==> src/rtl/riscv32i_fetch_pkg.sv <==
// Shared types and constants for the riscv32i instruction fetch stage.
package riscv32i_fetch_pkg;

  // Fetch control states
  typedef enum logic [1:0] {
    IDLE = 2'd0,
    RUN  = 2'd1,
    HALT = 2'd2
  } fetch_state_t;

  // One buffered instruction together with the PC it was read from
  typedef struct packed {
    logic [31:0] pc;
    logic [31:0] instr;
  } fetch_entry_t;

  localparam logic [31:0] EBREAK_INSN = 32'h0010_0073;
  localparam logic [31:0] PC_STEP     = 32'd4;

  // True when the word is the EBREAK instruction used as the simulation stop marker
  function automatic logic is_ebreak(input logic [31:0] instr);
    return (instr == EBREAK_INSN);
  endfunction

endpackage

==> src/rtl/fetch_fifo.sv <==
// Small FIFO holding fetched {pc, instr} entries between the BRAM and decode.
// Flush has priority over push and pop in the same cycle.
module fetch_fifo
  import riscv32i_fetch_pkg::*;
#(
  parameter int DEPTH = 2
) (
  input  logic                     clk,
  input  logic                     rst_n,
  input  logic                     i_push,
  input  fetch_entry_t             i_push_data,
  input  logic                     i_pop,
  input  logic                     i_flush,
  output fetch_entry_t             o_head,
  output logic [$clog2(DEPTH):0]   o_count
);

  localparam int PTR_W = $clog2(DEPTH);
  localparam int CNT_W = PTR_W + 1;

  fetch_entry_t     r_mem [DEPTH];
  logic [PTR_W-1:0] r_wr_ptr;
  logic [PTR_W-1:0] r_rd_ptr;
  logic [CNT_W-1:0] r_count;
  logic             w_push;
  logic             w_pop;

  assign w_push = i_push && !i_flush;
  assign w_pop  = i_pop  && !i_flush;

  // Pointer and occupancy tracking; pointers wrap naturally since DEPTH is a power of two
  always_ff @(posedge clk or negedge rst_n) begin
    if (!rst_n) begin
      r_wr_ptr <= '0;
      r_rd_ptr <= '0;
      r_count  <= '0;
    end else if (i_flush) begin
      r_wr_ptr <= '0;
      r_rd_ptr <= '0;
      r_count  <= '0;
    end else begin
      if (w_push) r_wr_ptr <= r_wr_ptr + 1'b1;
      if (w_pop)  r_rd_ptr <= r_rd_ptr + 1'b1;
      r_count <= r_count + {{(CNT_W-1){1'b0}}, w_push} - {{(CNT_W-1){1'b0}}, w_pop};
    end
  end

  // Entry storage; contents need no reset because count gates visibility
  always_ff @(posedge clk) begin
    if (w_push) r_mem[r_wr_ptr] <= i_push_data;
  end

  assign o_head  = r_mem[r_rd_ptr];
  assign o_count = r_count;

endmodule

==> src/rtl/riscv32i_fetch.sv <==
// Instruction fetch stage: issues BRAM word reads, buffers responses with their
// PCs and streams them to decode. Handles redirects, halt/resume and EBREAK stop.
//
// Handshake: an entry transfers to decode at a rising edge where
// fetch_valid && dec_ready. fetch_valid never depends on dec_ready, and while
// dec_ready=0 the head entry (fetch_pc / fetch_instruction) is held unchanged.
module riscv32i_fetch
  import riscv32i_fetch_pkg::*;
#(
  parameter logic [31:0] RESET_PC   = 32'h0000_0000,
  parameter int          FIFO_DEPTH = 2
) (
  input  logic        clk,
  input  logic        rst_n,
  input  logic        start,
  input  logic        halt,
  input  logic        redirect_valid,
  input  logic [31:0] redirect_pc,
  input  logic        dec_ready,
  output logic        fetch_valid,
  output logic [31:0] fetch_pc,
  output logic [31:0] fetch_instruction,
  output logic        stop_sim,
  output logic        ins_mem_enb,
  output logic [31:0] ins_mem_addrb,
  output logic [3:0]  ins_mem_web,
  input  logic [31:0] ins_mem_doutb,
  output logic [1:0]  dbg_state
);

  localparam int              CNT_W     = $clog2(FIFO_DEPTH) + 1;
  localparam logic [CNT_W:0]  DEPTH_OCC = (CNT_W + 1)'(FIFO_DEPTH);

  fetch_state_t     r_state;
  fetch_state_t     w_state_next;
  logic [31:0]      r_pc;
  logic [31:0]      r_inflight_pc;
  logic             r_inflight;
  logic             r_stop_sim;

  fetch_entry_t     w_head;
  fetch_entry_t     w_push_data;
  logic [CNT_W-1:0] w_count;
  logic             w_valid;
  logic             w_pop;
  logic             w_ebreak_pop;
  logic             w_flush;
  logic             w_push;
  logic             w_issue;
  logic [CNT_W:0]   w_occ;

  assign w_valid      = (w_count != '0);
  assign w_pop        = w_valid && dec_ready;
  // A redirect in the same cycle discards the whole buffer, EBREAK included
  assign w_ebreak_pop = w_pop && !redirect_valid && is_ebreak(w_head.instr);
  assign w_flush      = redirect_valid || w_ebreak_pop;
  assign w_push       = r_inflight && !w_flush;

  // Occupancy the buffer will have after this cycle's pop, counting the read
  // in flight. Counting the pop lets a full-rate stream keep one read going
  // every cycle while guaranteeing a response never lands in a full FIFO.
  assign w_occ   = {1'b0, w_count} + {{CNT_W{1'b0}}, r_inflight} - {{CNT_W{1'b0}}, w_pop};
  assign w_issue = (r_state == RUN) && !w_flush && (w_occ < DEPTH_OCC);

  assign w_push_data.pc    = r_inflight_pc;
  assign w_push_data.instr = ins_mem_doutb;

  fetch_fifo #(
    .DEPTH (FIFO_DEPTH)
  ) u_fifo (
    .clk         (clk),
    .rst_n       (rst_n),
    .i_push      (w_push),
    .i_push_data (w_push_data),
    .i_pop       (w_pop),
    .i_flush     (w_flush),
    .o_head      (w_head),
    .o_count     (w_count)
  );

  // State register
  always_ff @(posedge clk or negedge rst_n) begin
    if (!rst_n) r_state <= IDLE;
    else        r_state <= w_state_next;
  end

  // Next-state logic: redirect freezes state, EBREAK pop forces HALT, halt beats start
  always_comb begin
    w_state_next = r_state;
    if (redirect_valid) begin
      w_state_next = r_state;
    end else if (w_ebreak_pop) begin
      w_state_next = HALT;
    end else begin
      case (r_state)
        IDLE:    if (start && !halt) w_state_next = RUN;
        RUN:     if (halt) w_state_next = HALT;
        HALT:    if (start && !halt && !r_stop_sim) w_state_next = RUN;
        default: w_state_next = IDLE;
      endcase
    end
  end

  // Fetch PC: redirect target is word aligned, otherwise advance on each issued read
  always_ff @(posedge clk or negedge rst_n) begin
    if (!rst_n)              r_pc <= RESET_PC;
    else if (redirect_valid) r_pc <= {redirect_pc[31:2], 2'b00};
    else if (w_issue)        r_pc <= r_pc + PC_STEP;
  end

  // In-flight read tracking; a flush cycle never issues, so the old response is dropped
  always_ff @(posedge clk or negedge rst_n) begin
    if (!rst_n) begin
      r_inflight    <= 1'b0;
      r_inflight_pc <= '0;
    end else begin
      r_inflight <= w_issue;
      if (w_issue) r_inflight_pc <= r_pc;
    end
  end

  // Sticky stop flag raised when decode consumes EBREAK
  always_ff @(posedge clk or negedge rst_n) begin
    if (!rst_n)            r_stop_sim <= 1'b0;
    else if (w_ebreak_pop) r_stop_sim <= 1'b1;
  end

  assign fetch_valid       = w_valid;
  assign fetch_pc          = w_valid ? w_head.pc    : 32'h0;
  assign fetch_instruction = w_valid ? w_head.instr : 32'h0;
  assign stop_sim          = r_stop_sim;
  assign ins_mem_enb       = w_issue;
  assign ins_mem_addrb     = r_pc;
  assign ins_mem_web       = 4'b0000;
  assign dbg_state         = r_state;

endmodule

==> config.mk <==
export PLATFORM = sky130hd
export DESIGN_NAME = riscv32i_fetch
export DESIGN_NICKNAME = d
export VERILOG_FILES = /design/src/rtl/riscv32i_fetch_pkg.sv /design/src/rtl/fetch_fifo.sv /design/src/rtl/riscv32i_fetch.sv
export SDC_FILE = /design/constraint.sdc
export NUM_CORES = 1
export LEC_CHECK = 0
export BUFFER_PORTS_ARGS = -buffer_cell sky130_fd_sc_hd__buf_4
export CORE_ASPECT_RATIO = 1.5
export CORE_UTILIZATION = 60
export DETAILED_ROUTE_END_ITERATION = 7
export GPL_ROUTABILITY_DRIVEN = 0
export GPL_TIMING_DRIVEN = 0
export PLACE_DENSITY = 0.83
export SETUP_SLACK_MARGIN = 0.15
export SLEW_MARGIN = 20
export SYNTH_ARGS = -nofsm -noshare
export SYNTH_HDL_FRONTEND = slang
export SYNTH_HIERARCHICAL = 1
export SYNTH_SLANG_ARGS = --single-unit
==> constraint.sdc <==
create_clock -name clk -period 11.2 [get_ports clk]
set_clock_uncertainty 0.05 [all_clocks]
set_input_delay 0.56 -clock clk [delete_from_list [all_inputs] [get_ports clk]]
set_output_delay 0.56 -clock clk [all_outputs]
set_load 0.05 [all_outputs]
## Word level (Yosys, flattened, before mapping)

Memories as Yosys holds them, arrays and structs flattened.
Cells that the tools add are included.

- Flip-flop bits (word level): 72
- Latch bits: 0
- Memory bits (writable): 128
- Memory bits (read-only): 0
- Input port bits: 70
- Output and inout port bits: 105
- Memories kept: 1

Memories:

| memory | words | bits a word | read ports | clocked after Yosys merged registers in | wr ports | line | text |
|---|---|---|---|---|---|---|---|
| u_fifo.r_mem | 2 | 64 | 1 | 0 | 1 | fetch_fifo.sv:21 | `fetch_entry_t r_mem [DEPTH];` |

- $add $sub $neg: 7
- $mul: 0
- Divide/modulo/power cells: 0
- Order comparisons: 1
- Equal/unequal tests: 6
- Shifts and indexed selects: 0
- Muxes and demuxes: 16
- Bitwise operators: 1
- Reduce and logical (&&, ||, !) cells: 21

Operators by type and width:

| kind | count |
|---|---|
| two-way mux 32 bit | 4 |
| adder 32 x 3 -> 32 bit (second input constant) | 1 |
| equality test 32 x 21 -> 1 bit (second input constant) | 1 |
| logical AND 1 bit | 10 |
| two-way mux 2 bit | 5 |
| inequality test 3 bit (second input constant) | 3 |
| nonzero test 2 bit | 4 |
| two-way mux 1 bit | 6 |
| case mux 2 bit (3 select lines) | 1 |
| zero test 1 bit | 4 |
| AND reduction 4 bit | 1 |
| adder 2 x 1 -> 3 bit | 1 |
| less-than comparator 3 x 2 -> 1 bit (second input constant) | 1 |
| subtractor 3 x 1 -> 3 bit | 1 |
| adder 1 bit (second input constant) | 2 |
| adder 2 x 1 -> 2 bit | 1 |
| equality test 2 x 1 -> 1 bit (second input constant) | 1 |
| equality test 2 bit (second input constant) | 1 |
| zero test 2 bit | 1 |
| subtractor 2 x 1 -> 2 bit | 1 |
| logical OR 1 bit | 1 |
| inverter 1 bit | 1 |

## Depth between registers and ports, before layout

Gate-level depths: netlist of the first run.

- Depth after elaboration: 11
- Depth in mapped cells: 16
- Mapped depth without buffers: 12

## By module

The synthesis of the first run kept the hierarchy.

Modules (own cells, without submodules):

| module | times used | cells an instance | area each (sq um) |
|---|---|---|---|
| fetch_fifo | 1 | 218 | 5039.8 |
| riscv32i_fetch | 1 | 401 | 3819.9 |

## Least setup slack after synthesis of the first run

OpenSTA, ideal clock, no wires.

- Kind: reg2reg
- From: register u_fifo.r_rd_ptr
- To: memory u_fifo/r_mem[0][0] (netlist name) (enable)
- Setup time: 0.494 ns
- Arrival time: 4.853 ns
- Required time: 10.656 ns
- Path slack: 5.803 ns
- Cell stages (with the launch flop): 13
- Period minus slack after synthesis: 5.397 ns
- Cell sequence: dfrtp_1 -> buf_6 -> buf_6 -> mux2_4 -> nor4bb_1 -> nand4_1 -> nor3_2 -> buf_2 -> buf_2 -> nor2_1 -> inv_1 -> nor2b_1 -> nor2b_1

RTL lines:

| element | line | text |
|---|---|---|
| start: declaration | fetch_fifo.sv:23 | `logic [PTR_W-1:0] r_rd_ptr;` |
| start signal: assignment | fetch_fifo.sv:43 | `if (w_pop) r_rd_ptr <= r_rd_ptr + 1'b1;` |
| end: declaration | fetch_fifo.sv:21 |  |

## Worst setup path after layout of the first run

- From: register u_fifo.r_count[1] (netlist: u_fifo/o_count[1])
- To: output port ins_mem_enb

- Word-level cells in the longest chain between the ends: 8
- Elaborated cells on any way between the ends: 11

Ends and longest elaborated chain:

| element | line | text |
|---|---|---|
| start: declaration | fetch_fifo.sv:24 | `logic [CNT_W-1:0] r_count;` |
| start signal: assignment | fetch_fifo.sv:44 | `r_count <= r_count + {{(CNT_W-1){1'b0}}, w_push} - {{(CNT_W-1){1'b0}}, w_pop};` |
| nonzero test 2 bit (*) | riscv32i_fetch.sv:52 | `assign w_valid = (w_count != '0);` |
| logical AND 1 bit (*) | riscv32i_fetch.sv:53 | `assign w_pop = w_valid && dec_ready;` |
| named net w_pop | riscv32i_fetch.sv:45 | `logic w_pop;` |
| branches (longest 5 deep; another with subtractor 3 x 1 -> 3 bit) | n/a |  |
| logical AND 1 bit (*) | riscv32i_fetch.sv:63 | `assign w_issue = (r_state == RUN) && !w_flush && (w_occ < DEPTH_OCC);` |
| end: declaration | riscv32i_fetch.sv:24 | `output logic ins_mem_enb,` |

Mark *: on every way through the listed nets, which the timed path passes.

==> results of run 1 <==
==> cell usage after synthesis (all sizes together), types with 3 or more instances <==
master	count	share of area, %
nor4	9	0.88
or3	13	0.92
edfxtp	128	43
clkbuf	13	0.55
nand2	12	0.51
dfrtp	68	19
a31oi	25	1.8
or2	3	0.21
nand2b	3	0.21
buf	20	1.8
nor2	30	1.3
o31ai	8	0.68
nor2b	6	0.42
ha	3	0.42
inv	12	0.51
and4	4	0.40
xnor2	4	0.40
o21ai	18	1.0
and3	5	0.35
or4	7	0.59
nand4	16	1.2
mux2	94	14
o31a	3	0.30
nand3	13	0.73
nor3	7	0.51
and2	66	4.7
==> cell type report <==
cell class	instances	area [sq um]	share of cell area, %
plain buffers	33	209	1.88
clock buffers	17	425	3.82
clock inverters	15	236	2.13
inverters	12	45.0	0.405
multi-input cells	387	3100	27.9
flip-flops and latches	196	5550	49.8
well taps	196	245	2.20
repair buffers	169	1310	11.8
==> cells by family (layout without fill, tap and decap cells) <==
family	Yosys count	in the layout	share of synthesized area, %
flip-flops	196	196	62.6
multiplexers	95	95	14.2
buffers and inverters	45	246	2.87
XOR/XNOR	7	7	0.847
other	1	10	0.0423
adder cells (fa/ha/maj)	4	4	0.650
AO/OA/AOI/OAI	68	68	5.07
AND/OR/NAND/NOR	203	203	13.8
==> worst paths after layout <==
| kind | from | to | slack (ps) | cells after the start |
|---|---|---|---|---|
| max | u_fifo/o_count[1] | ins_mem_enb | 6570 | 10 |
| min | rst_n | r_inflight_pc[12] | 200 | 1 |
| max reg2reg | u_fifo/r_rd_ptr | u_fifo/r_mem[1][49] | 6890 | 13 |
| min reg2reg | r_inflight_pc[20] | u_fifo/r_mem[1][52] | 420 | 0 |
| max in group asynchronous | rst_n | r_inflight_pc[29] | 10330 | 1 |
| min in group clk | ins_mem_doutb[10] | u_fifo/r_mem[1][10] | 260 | 1 |
==> per-layer routing <==
layer  share of wire (%)  GRT usage, %  up-vias
li1                    -             -     2704
met1                  36          35.1     3046
met2                  54          52.3      297
met3                 6.2          5.03       69
met4                 3.8          13.8        0
met5                   0             0        -
==> worst register-to-register path, stage by stage (launching register included) <==
cell     delay (ps)
dfrtp_1         360
buf_6           180
buf_6           210
mux2_4          330
nor4_1          640
nand4_1         320
nor3_2          350
buf_2           300
buf_2           300
nor2_1          100
inv_1           180
nor2b_1         130
and2_4          330
buf_12          250
==> sequential cells by signal, indices dropped and copies added (netlist names) <==
register         count
r_inflight           1
stop_sim             1
u_fifo/r_wr_ptr      1
u_fifo/o_count       2
r_inflight_pc       30
u_fifo/r_rd_ptr      1
dbg_state            2
u_fifo/r_mem       128
ins_mem_addrb       30
==> power by group through the flow <==
stage / combinational [mW] / clock, mW / sequential (mW)
finish: 0.359 / 0.677 / 0.956
floorplan: 0.203 / 0 / 0.985
CTS: 0.360 / 0.682 / 0.954
global route: 0.378 / 0.710 / 0.965
global placement: 0.339 / 0 / 0.954
detailed placement: 0.353 / 0 / 0.965
==> out/metrics.csv, run 1 <==
metric,value,unit
outcome,completed,
Synth Register Bits,196,
Clock transition at path regs,70,ps
Critical Path RT,10590,ps
Die Ht,151,um
initial antenna violation count,0,
Worst EP arrival,4020,ps
syn avg cell area,14.3,sq um
"commonest non-fill, non-tap cell in the layout",buf_4,
critical path startpoint category,flip-flop,
Max VDD drop,0.000136,V
Resized cells post-CTS,0,
TNS Setup,0,ps
Final nets,890,
row count,54,
pin count of the biggest net entering global routing,69,
first-pass GRT wire length,33000,um
# hold bufs at CTS,0,
PD cells,179,mW/mm^2
DRT Pass-1 Iters,5,
Final min period,4630,ps
sequential power share,48.0,%
clock sinks,196,
asr flop ratio synth,34.7,%
share of post-route cells with drive strength above 1,39.4,%
Switching Share,28.0,%
Die W,101,um
total of max-cap violations,0,
routed wire length,21700,um
starting density of the core,61.3,%
Max Fclk,216,MHz
Layout area overhead,25.6,%
LEAKAGE,4.46,nW
clock share of power,34.0,%
IO Pins,175,
RSZ-0062 raised after global routing,no,
Post-synth EDFFs,128,
Root Driver,clkbuf_16,
Yosys warnings,6,
Layout Utilization,76.9,%
Most common cell on crit path,buf_4,
Worst-Skew Late Latency,430,ps
Max clock buf depth,2,
vias per cell,5.97,
final period utilization,41.3,%
final non-filler cell total,1025,
Post-CTS Setup Bufs,0,
Crit Path Class,flip-flop to output port,
part of the power in combinational logic,18.0,%
Synth Flop Type,edfxtp_1,
number of fill cells,903,
Crit. End Element,output port,
relative slew slack,41.5,%
dpl hpwl,15000,um
"Seq/Total Area, Yosys",62.6,%
Inserted Clock Buffers,17,
hold_ws,199,ps
H-tree depth,4,
WL per Instance,21.1,um
GRT overflow,0,
Final Slew Violations,0,
Setup WS pre-CTS,7010,ps
net switching power,0.558,mW
synthesized cell area,0.00886,sq mm
final setup fails,0,
Slowest cell on crit path,nor2_1,
die footprint,0.0153,sq mm
design area,0.0111,sq mm
DP Area,0.0105,sq mm
CP cell instances,o21a_1 > nor2b_1 > o21ai_0 > fa_1 > nand3b_1 > nor2_1 > nand3_1 > buf_4 > inv_1 > buf_4,
Core Area,0.0145,sq mm
cell internal pwr,1.43,mW
Tightest Hold Check Type,input pin to async pin,
Cells after DPL,993,
Remaining DRCs,0,
total number of vias,6116,
vias in the first global route,6068,
Crit Path Max Fanout,10,
"CP delay by family, top",simple AND/OR/NAND/NOR gates,
Total Power,1.99,mW
I/O Buffers,166,
synthesized instance count,619,
Iteration-0 DRC Markers,688,
Netlist cell types,58,
ANT nets after route,0,
CTS tree,done,
final worst setup slack,6570,ps
ant diodes,0,
Final Hold Viols,0,
most frequent cells in the layout,"buf_4 (175), edfxtp_1 (128), dfrtp_1 (68)",
Worst-Margin Slew,877,ps
Worst path max stage delay,650,ps
worst path bufs/invs,3,
gr usage total,29.6,%
(Power assumes the default switching activity.)
==> inputs of run 2 (changes only) <==
--- a/config.mk
+++ b/config.mk
@@ -7,11 +7,11 @@
 export LEC_CHECK = 0
 export BUFFER_PORTS_ARGS = -buffer_cell sky130_fd_sc_hd__buf_4
 export CORE_ASPECT_RATIO = 1.5
-export CORE_UTILIZATION = 60
+export CORE_UTILIZATION = 55
 export DETAILED_ROUTE_END_ITERATION = 7
 export GPL_ROUTABILITY_DRIVEN = 0
 export GPL_TIMING_DRIVEN = 0
-export PLACE_DENSITY = 0.83
+export PLACE_DENSITY = 0.77
 export SETUP_SLACK_MARGIN = 0.15
 export SLEW_MARGIN = 20
 export SYNTH_ARGS = -nofsm -noshare
==> constraint.sdc (replaced) <==
create_clock -name clk -period 4.8 [get_ports clk]
set_clock_uncertainty 0.05 [all_clocks]
set_input_delay 0.24 -clock clk [delete_from_list [all_inputs] [get_ports clk]]
set_output_delay 0.24 -clock clk [all_outputs]
set_load 0.05 [all_outputs]
==> run 2 against run 1 <==
Against the previous run:
- setup slack got worse by 6000 ps
- hold slack got worse by 180 ps
- via count barely moved
- first-iteration DRC count fell by 47%
- sequential share of layout area fell by 1.3 points
- core utilization fell by 4.1 points
- clock-buffer cell count rose by 1
- sequential power rose by 130%
- cell count rose by 4.2%
- critical path type unchanged
- largest cell class unchanged
==> out/metrics.csv, run 2 (same netlist as run 1, synthesis figures left out) <==
metric,value,unit,change
first-pass GRT wire length,32500,um,-1.4%
total of max-cap violations,0,,unchanged
ant diodes,0,,unchanged
gr usage total,26.2,%,-3.4 points
Crit. End Element,output port,,
IO Pins,175,,unchanged
Final Slew Violations,0,,unchanged
Max VDD drop,0.000291,V,+110%
clock sinks,196,,unchanged
Core Area,0.0157,sq mm,+8.5%
Die W,106,um,+4.4%
net switching power,1.29,mW,+130%
relative slew slack,41.1,%,-0.42 points
starting density of the core,56.4,%,-4.8 points
PD cells,389,mW/mm^2,+120%
critical path startpoint category,flip-flop,,
Cells after DPL,1001,,+0.81%
Post-CTS Setup Bufs,0,,unchanged
RSZ-0062 raised after global routing,no,,
final setup fails,0,,unchanged
most frequent cells in the layout,"buf_4 (175), edfxtp_1 (128), dfrtp_1 (68)",,
"commonest non-fill, non-tap cell in the layout",buf_4,,
I/O Buffers,166,,unchanged
outcome,completed,,
sequential power share,49.9,%,+1.9 points
Tightest Hold Check Type,input pin to flip-flop,,
Max clock buf depth,2,,unchanged
Crit Path Class,flip-flop to output port,,
Iteration-0 DRC Markers,362,,-47%
Remaining DRCs,0,,unchanged
Critical Path RT,4510,ps,-6080 ps
WL per Instance,19.7,um,-6.9%
Final min period,4230,ps,
cell internal pwr,3.16,mW,+120%
dpl hpwl,14800,um,-1.7%
max reg flops,128,,unchanged
Final Hold Viols,0,,unchanged
TNS Setup,0,ps,unchanged
Crit Path Max Fanout,10,,unchanged
routed wire length,21000,um,-3.0%
vias per cell,5.72,,-4.1%
vias in the first global route,6192,,+2.0%
Max Fclk,236,MHz,
ANT nets after route,0,,unchanged
pin count of the biggest net entering global routing,69,,unchanged
Worst-Skew Late Latency,430,ps,about the same
area of the multi-input gates,0.00310,sq mm,unchanged
row count,56,,+3.7%
Total Power,4.45,mW,+120%
part of the power in combinational logic,19.0,%,+1.0 points
DP Area,0.0105,sq mm,+0.37%
LEAKAGE,4.58,nW,+2.6%
Final nets,926,,+4.0%
Largest Register,u_fifo/r_mem,,
Reg area,0.00555,sq mm,unchanged
total number of vias,6111,,-0.082%
clock share of power,31.0,%,-3.0 points
Root Driver,clkbuf_16,,
Clock transition at path regs,70,ps,about the same
GRT overflow,0,,unchanged
final period utilization,88.2,%,
number of fill cells,1059,,+17%
die footprint,0.0166,sq mm,+8.9%
Switching Share,29.0,%,+1.0 points
design area,0.0114,sq mm,+2.7%
final non-filler cell total,1068,,+4.2%
Worst-Margin Slew,884,ps,+6.30 ps
initial antenna violation count,0,,unchanged
H-tree depth,4,,unchanged
Inserted Clock Buffers,17,,unchanged
DRT Pass-1 Iters,5,,unchanged
CTS tree,done,,
share of post-route cells with drive strength above 1,37.9,%,-1.5 points
Layout area overhead,29.0,%,
Worst EP arrival,3940,ps,-80 ps
Die Ht,157,um,+4.4%
-- run 2: cell count changes in the layout (fill, tap and decap cells not counted) --
| cell | delta |
|---|---|
| clkinv_2 | +1 |
| clkinv_4 | +2 |
| clkinvlp_4 | +1 |
| buf_8 | +1 |
| bufinv_16 | -4 |
| inv_8 | +1 |
| buf_12 | -2 |
| buf_16 | +2 |
| dlygate4sd3_1 | +35 |
| inv_6 | -1 |
| clkinv_1 | -1 |
| clkbuf_1 | +1 |
-- run 2: critical path, cell delays in order, from the launching register on --
cell      delay, ps
dfrtp_1         480
o21a_1          250
nor2b_1         250
o21ai_0         150
fa_1            520
nand3b_1        180
nor2_1          660
nand3_1         390
buf_4           310
inv_1           110
buf_4           210
-- run 2: power by group through the flow --
stage	clock, mW	sequential (mW)	combinational [mW]
floorplan	0	2.30	0.473
global placement	0	2.23	0.792
detailed placement	0	2.25	0.819
CTS	1.41	2.22	0.848
global route	1.48	2.24	0.897
finish	1.38	2.22	0.845
-- run 2: area by class of cell --
class	count	area share, %
Sequential cell	196	48.5
Clock buffer	18	3.76
Clock inverter	14	1.27
Inverter	12	0.394
Multi-Input combinational cell	387	27.2
Tap cell	203	2.22
Buffer	33	1.83
Timing Repair Buffer	205	14.8
-- run 2: worst paths after layout --
| check | startpoint | to | slack (ps) | cells past startpoint |
|---|---|---|---|---|
| setup reg to reg | u_fifo/r_rd_ptr | u_fifo/r_mem[0][15] | 630 | 14 |
| setup / recovery | u_fifo/o_count[1] | ins_mem_enb | 570 | 10 |
| hold reg to reg | r_inflight_pc[21] | u_fifo/r_mem[0][53] | 420 | 0 |
| max in group asynchronous | rst_n | ins_mem_addrb[2] | 3690 | 2 |
| hold / removal | redirect_pc[18] | ins_mem_addrb[18] | 20 | 3 |
| min in group asynchronous | rst_n | ins_mem_addrb[15] | 430 | 2 |
-- run 2: per-layer routing --
layer	part of all wire [%]	vias to the layer above	track usage (%)
met4	3.5	0	11.6
met3	5.7	59	4.64
met2	53	279	47.1
li1	-	2779	-
met5	0	-	0
met1	38	2994	30.8
-- run 2: per-stage QoR --
| step | utilization (%) | hold WS (ps) | setup slack [ps] |
|---|---|---|---|
| 3_5_place_dp | 66.9 | 366 | 674 |
| 6_report | 72.8 | 19.5 | 566 |
| 2_1_floorplan | - | -106 | 620 |
| 4_1_cts | 72.8 | 5.08 | 641 |
| 3_3_place_gp | 66.2 | 363 | -610 |
| 5_1_grt | 72.8 | 15.1 | 414 |
-- run 2: timing repair --
action / in CTS / in global routing
hold buffers: 35 / 0
endpoints found under the hold margin: 134 / 0
resized for setup: 0 / 0
